**src/rtl/sniffer_pkg.sv**
```systemverilog
// sniffer_pkg: shared types and constants for the sniffer UART drain path
//   drain_state_t : read-side drain FSM states
//   DATA_W        : FIFO / UART data width
//   UART_IDLE     : level of an idle UART line
package sniffer_pkg;
    typedef enum logic [2:0] {IDLE, POP, LOAD, START, DATA, STOP} drain_state_t;
    localparam int DATA_W = 8;
    localparam logic UART_IDLE = 1'b1;
endpackage

```
**src/rtl/baud_tick_gen.sv**
```systemverilog
// baud_tick_gen: bit-period counter, ticks on the last clk of each UART bit
//   i_clk   : system clock
//   i_rst_n : asynchronous active-low reset
//   i_clr   : hold the counter at zero (start a fresh bit period next cycle)
//   o_tick  : high on the last cycle of every CLKS_PER_BIT-cycle period
module baud_tick_gen #(
    parameter int CLKS_PER_BIT = 868
) (
    input  logic i_clk,
    input  logic i_rst_n,
    input  logic i_clr,
    output logic o_tick
);
    localparam int CW = $clog2(CLKS_PER_BIT);
    localparam logic [CW-1:0] LAST = CW'(CLKS_PER_BIT - 1);
    logic [CW-1:0] r_cnt;
    always_ff @(posedge i_clk or negedge i_rst_n) begin
        if (!i_rst_n)
            r_cnt <= '0;
        else
            r_cnt <= (i_clr || r_cnt == LAST) ? '0 : r_cnt + 1'b1;
    end
    assign o_tick = !i_clr && r_cnt == LAST;
endmodule

```
**src/rtl/fifo_uart_drain.sv**
```systemverilog
// fifo_uart_drain: pops bytes from the capture FIFO and sends them as UART 8N1/8N2, LSB first
//   i_clk         : system clock
//   i_rst_n       : asynchronous active-low reset
//   i_enable      : 1 = drain the FIFO, 0 = finish the current frame then idle
//   i_fifo_empty  : FIFO empty flag
//   i_fifo_dout   : FIFO read data, valid the cycle after o_fifo_rd_en
//   o_fifo_rd_en  : single-cycle FIFO pop strobe
//   o_tx          : UART line, idle high
//   o_busy        : high from POP until the last stop bit ends
//   o_frame_done  : pulse on the last cycle of the final stop bit
module fifo_uart_drain
    import sniffer_pkg::*;
#(
    parameter int CLKS_PER_BIT = 868,
    parameter int STOP_BITS    = 1
) (
    input  logic              i_clk,
    input  logic              i_rst_n,
    input  logic              i_enable,
    input  logic              i_fifo_empty,
    input  logic [DATA_W-1:0] i_fifo_dout,
    output logic              o_fifo_rd_en,
    output logic              o_tx,
    output logic              o_busy,
    output logic              o_frame_done
);
    localparam logic [2:0] LAST_BIT  = 3'd7;
    localparam logic [2:0] LAST_STOP = 3'(STOP_BITS - 1);
    drain_state_t      r_state;
    logic [DATA_W-1:0] r_shift;
    logic [2:0]        r_bit_idx;
    logic              w_tick;
    logic              w_clr;
    logic              w_go;
    // Holding the counter clear through IDLE/POP/LOAD makes START begin a full bit period;
    // later state changes all happen on a tick, where the counter wraps to zero anyway.
    assign w_clr = r_state == IDLE || r_state == POP || r_state == LOAD;
    assign w_go  = i_enable && !i_fifo_empty;
    baud_tick_gen #(.CLKS_PER_BIT(CLKS_PER_BIT)) u_baud (
        .i_clk   (i_clk),
        .i_rst_n (i_rst_n),
        .i_clr   (w_clr),
        .o_tick  (w_tick)
    );
    always_ff @(posedge i_clk or negedge i_rst_n) begin
        if (!i_rst_n) begin
            r_state   <= IDLE;
            r_shift   <= '0;
            r_bit_idx <= '0;
        end else begin
            case (r_state)
                IDLE:  r_state <= w_go ? POP : IDLE;
                POP:   r_state <= LOAD;
                LOAD: begin
                    r_shift <= i_fifo_dout;
                    r_state <= START;
                end
                START: if (w_tick) begin
                    r_bit_idx <= '0;
                    r_state   <= DATA;
                end
                DATA: if (w_tick) begin
                    r_shift   <= r_shift >> 1;
                    r_bit_idx <= (r_bit_idx == LAST_BIT) ? '0 : r_bit_idx + 1'b1;
                    r_state   <= (r_bit_idx == LAST_BIT) ? STOP : DATA;
                end
                // r_bit_idx is reused here to count stop bits.
                STOP: if (w_tick) begin
                    r_bit_idx <= (r_bit_idx == LAST_STOP) ? '0 : r_bit_idx + 1'b1;
                    r_state   <= (r_bit_idx != LAST_STOP) ? STOP : w_go ? POP : IDLE;
                end
                default: r_state <= IDLE;
            endcase
        end
    end
    always_comb begin
        o_fifo_rd_en = r_state == POP;
        o_busy       = r_state != IDLE;
        o_tx         = r_state == START ? 1'b0 : r_state == DATA ? r_shift[0] : UART_IDLE;
        o_frame_done = r_state == STOP && w_tick && r_bit_idx == LAST_STOP;
    end
endmodule
```
**config.mk**
```make
export PLATFORM = sky130hd
export DESIGN_NAME = fifo_uart_drain
export DESIGN_NICKNAME = d
export VERILOG_FILES = /design/src/rtl/sniffer_pkg.sv /design/src/rtl/baud_tick_gen.sv /design/src/rtl/fifo_uart_drain.sv
export SDC_FILE = /design/constraint.sdc
export NUM_CORES = 1
export LEC_CHECK = 0
export ABC_CLOCK_PERIOD_IN_PS = 3600
export CORE_ASPECT_RATIO = 1.5
export CORE_MARGIN = 5
export CORE_UTILIZATION = 31
export CTS_BUF_LIST = sky130_fd_sc_hd__clkbuf_16
export CTS_CLUSTER_SIZE = 28
export DETAILED_ROUTE_END_ITERATION = 12
export DONT_BUFFER_PORTS = 1
export GPL_TIMING_DRIVEN = 0
export MAX_ROUTING_LAYER = met4
export PLACE_DENSITY = 0.56
export SYNTH_ARGS = -nofsm -noshare
export SYNTH_HDL_FRONTEND = slang
export SYNTH_SLANG_ARGS = --single-unit
```
**constraint.sdc**
```tcl
create_clock -name i_clk -period 3.6 [get_ports i_clk]
set_input_delay 0.36 -clock i_clk [delete_from_list [all_inputs] [get_ports i_clk]]
set_output_delay 0.36 -clock i_clk [all_outputs]
set_load 0.02 [all_outputs]
```
* After elaboration in Yosys (flattened, before gate mapping)
Index checks and enable logic that the tools add are counted.
** Word-level totals
- Bits in registers :: 24
- Input port bits :: 12
** Operators by class
- $add $sub $neg :: 2
- Equal/unequal tests :: 10
- Muxes and demuxes :: 18
- Reductions and logical operators :: 18
** Operator list (count)
- $mux 3 :: 9
- $pmux 3 s6 :: 1
- $pmux 8 s2 :: 1
- $add 10x1->10 const B :: 1
- $eq 10x10->1 const B :: 1
- $mux 10 :: 1
- $eq 3x3->1 const B :: 3
- $pmux 3 s3 :: 1
- $reduce_bool 3->1 :: 3
- $mux 8 :: 1
- $eq 3x2->1 const B :: 2
- $logic_not 3->1 :: 2
- $ne 2x2->1 const B :: 3
- $logic_and 1x1->1 :: 4
- $mux 1 :: 4
- $reduce_and 4->1 :: 1
- $add 3x1->3 const B :: 1
- $eq 3x1->1 const B :: 1
- $logic_or 1x1->1 :: 3
- $reduce_and 3->1 :: 1
- $logic_not 1->1 :: 2
- $reduce_and 2->1 :: 1
- $reduce_bool 2->1 :: 1

* Longest topological paths before layout
- Word-level depth :: 7
- Mapped depth :: 6
- Depth with buffers taken out :: 6

* Cells and area by module
Synthesis repeated with hierarchy kept, for this count alone.
** Second synthesis, totals
- Cell total of the unflattened synthesis :: 144
- Area total of the unflattened synthesis :: 1382.6 um2
** By module, submodules not included
- fifo_uart_drain :: instances 1, cells an instance 91, area each 848.3 um2
- baud_tick_gen :: instances 1, cells an instance 53, area each 534.3 um2

* Least setup slack after synthesis
OpenSTA, ideal clock, no wires.
- Kind :: reg2out
- From :: reg u_baud.r_cnt[0]
- To :: out o_frame_done
- Arrival :: 1571 ps
- Required time :: 3240 ps
- Path slack :: 1669 ps
- Stages on the path, launching flop included :: 5
- Path through :: dfrtp_1 > ha_1 > and3b_1 > nand4_2 > nor3_1
** Between the ends
- Word-level cells in the longest chain between the ends :: 4
** RTL lines
- start, declared :: RTL line baud_tick_gen.sv:16 : logic [CW-1:0] r_cnt;
- start signal, assigned :: RTL line baud_tick_gen.sv:21 : r_cnt <= (i_clr || r_cnt == LAST) ? '0 : r_cnt + 1'b1;
- $eq 10x10->1 :: RTL line baud_tick_gen.sv:23 : assign o_tick = !i_clr && r_cnt == LAST;
- $logic_and 1x1->1 :: RTL line baud_tick_gen.sv:23
- $logic_and 1x1->1 (2 in a row) :: RTL line fifo_uart_drain.sv:80 : o_frame_done = r_state == STOP && w_tick && r_bit_idx == LAST_STOP;
- end, declared :: RTL line fifo_uart_drain.sv:25 : output logic o_frame_done
Every way passes these cells.

* Final worst setup path
Ends and elaborated chain as after synthesis.

==> metrics.txt <==
post-route antenna net violation count 0; Mapped Nets 137; post-synthesis sequential area ratio 0.453; WS Path Type register to primary output; status finished clean; post-synthesis compound-gate area fraction 0.0963; worst path bufs/invs 0; Netlist cell types 38; Tightest Pin Transition 663 ps; Max Cap Viol 0; YS warnings 0; Worst path slowest cell nor3_1; post-DP HPWL 1760 um; mux cell area share after synthesis 0.127; # port buffers 0; Worst Reg-to-Reg Cells 5; Post-Synth Adder-Cell Area 0.0378; CTS tree done; total congestion overflow 0; # Post-CTS Setup Buffers 0; worst-skew pair later-pin latency 260 ps; Final Hold Fails 0; Synth Register Bits 24; Post-Synth XOR/XNOR Area 0.0529; # hold bufs at CTS 2; Setup crit start u_baud.r_cnt[0]; Slew Limit Fails 0; DRC 0; relative slew slack 0.555; Worst path depth 4; Total GRT Usage 0.0907; Root Buffer clkbuf_16; RSZ-0062 raised after global routing false; share of cells above drive strength 1 0.228; Die Wd 63.4 um; vias per cell 5.13; wire per inst 14.0 um; detailed-route via count 887; ANT cells 0; worst clock skew 1.87 ps; Initial Utilization 0.318; Util after Layout 0.364; Synth Instances 121; largest family of logic cells by synthesized area simple AND/OR/NAND/NOR gates; first-pass GRT wire length 4230 um; critical path, cell by cell ha_1, and3b_1, nand4_2, nor3_1; CP max FO 9; post-synthesis simple-gate area fraction 0.200; die area 5710 um^2; Max Root-Sink Buffers 2; Max VDD drop 0.000189 V; Cell Rows 29; setup slack, reg-to-reg 1780 ps; critical path's top delay family simple AND/OR/NAND/NOR gates; Top Ports 16; dominant cell type by area after synthesis dfrtp_1; Pre-Repair DR Iteration Count 2; startpoint type of the worst setup path register; CTS clk-pin slew, worst paths 60 ps; post-cts resize count 0; Syn Area/Cell 11.0 um^2; final setup violation count 0; Layout Nets 144; RR Startpoint u_baud.r_cnt[0]; DIE HEIGHT 90.1 um; Layout fillers 416; top cell type's share of synthesized area 0.453; GP Congestion 0.770; Fin Setup TNS 0 ps; vias in the first global route 974; Final Cycle Share 0.669; WP data required 3240 ps; initial antenna violation count 0; final wirelength 2430 um; area of the core 4170 um^2; maximum number of pins on one net before global-route repair 25; # H-tree levels 1; CTS sink count 24; LEAKAGE 0.679 nW; Pwr Density 403 nW/um^2; CTS Buf Count 3; Critical Path AT 2050 ps; crit path time final 2410 ps; Min Hold Slack 375 ps; Syn-to-layout area delta 14.5%; Hold Crit Class primary input to register; CP Capture Type primary output; Worst path max stage delay 640 ps; Synth Cell Area 1330 um^2; Reg-to-Reg End r_shift[0]; critical path capture point o_frame_done; critical hold path startpoint i_fifo_dout[6]; largest cells by area after synthesis dfrtp_1 45%, mux2_2 13%, nor2_1 5.1%; fmax 0.415 GHz; DRT iter0 DRCs 53
-- cell type report --
class	instances	area, um^2	share of cell area
Tap cell	46	57.6	0.0379
Sequential cell	24	601	0.396
Clock buffer	3	75.1	0.0495
Timing Repair Buffer	2	30.0	0.0198
Clock inverter	1	30.0	0.0198
Inverter	6	22.5	0.0148
Buffer	3	20.0	0.0132
Multi-Input combinational cell	88	682	0.449
-- placed cells by master (no fill, tap or decap), types with 2 or more instances in the layout --
| cell | instances |
|---|---|
| clkbuf_16 | 3 |
| o21ai_0 | 3 |
| xnor2_1 | 6 |
| and3b_1 | 2 |
| mux2_2 | 15 |
| nor2_1 | 18 |
| a22o_1 | 2 |
| inv_1 | 6 |
| dfrtp_1 | 24 |
| o22a_1 | 2 |
| nand3_1 | 4 |
| nand2b_1 | 2 |
| xor2_1 | 2 |
| nor3_1 | 4 |
| ha_1 | 4 |
| nand2_1 | 4 |
-- flip-flops by register name, indices dropped and copies added (netlist names) --
signal and count:
u_baud.r_cnt 10, r_state 3, r_bit_idx 3, r_shift 8
-- where the power goes --
group          internal, mW  total [mW]  switching (mW)
Sequential            0.274       0.277         0.00244
Clock                 0.221       0.317          0.0955
Combinational       0.00947      0.0177         0.00824
Total                 0.505       0.611           0.106
-- kinds of logic (layout without fill, tap and decap cells) --
group | Yosys count | count (layout)
adders and majority gates | 4 | 4
AOI/OAI and AO/OA | 15 | 15
xor gates and xnor gates | 8 | 8
and+or+nand+nor | 46 | 46
buffers and inverters | 9 | 15
DFF | 24 | 24
muxes | 15 | 15
-- synthesized netlist by cell type --
master	instances
a211oi_1	1
a211oi_2	1
a21oi_4	1
a22o_1	2
and2_1	1
and2b_1	1
and3b_1	2
buf_2	1
buf_6	1
clkbuf_1	1
dfrtp_1	24
ha_1	4
inv_1	6
mux2_2	15
nand2_1	4
nand2_2	1
nand2b_1	2
nand3_1	4
nand3b_1	1
nand4_1	1
nand4_2	1
nand4b_2	1
nor2_1	18
nor2b_1	1
nor3_1	4
nor4_1	1
nor4b_1	1
nor4b_4	1
o211ai_1	1
o21ai_0	3
o21ai_2	1
o22a_1	2
o311ai_0	1
o31ai_1	1
o32ai_1	1
or3_1	1
xnor2_1	6
xor2_1	2
-- worst min path at each step --
stage,endpoint,cells after the start
2_1_floorplan,r_bit_idx[0],0
3_3_place_gp,r_shift[2],0
3_5_place_dp,r_shift[3],0
4_1_cts,r_shift[6],2
5_1_grt,r_shift[6],2
6_report,r_shift[6],2
-- per-stage QoR --
step	cell area (um^2)	worst slack [ps]	std cells	power, mW
5_1_grt	1520	1080	173	0.632
4_1_cts	1520	1180	173	0.619
3_5_place_dp	1380	1460	167	0.291
3_3_place_gp	1380	1480	167	0.290
2_1_floorplan	1330	1670	121	0.289
6_report	1520	1190	173	0.611
-- per-layer routing --
layer  part of all wire  up-vias  routed length (um)  track usage
met5                  0        -                   0            -
met4              0.020        0                  48       0.0399
met3              0.033        4                  79       0.0200
met2               0.53       10                1300        0.152
met1               0.41      433                1010        0.102
li1                   -      440                   -            -
Note: power is estimated with default switching activity, not from simulation.
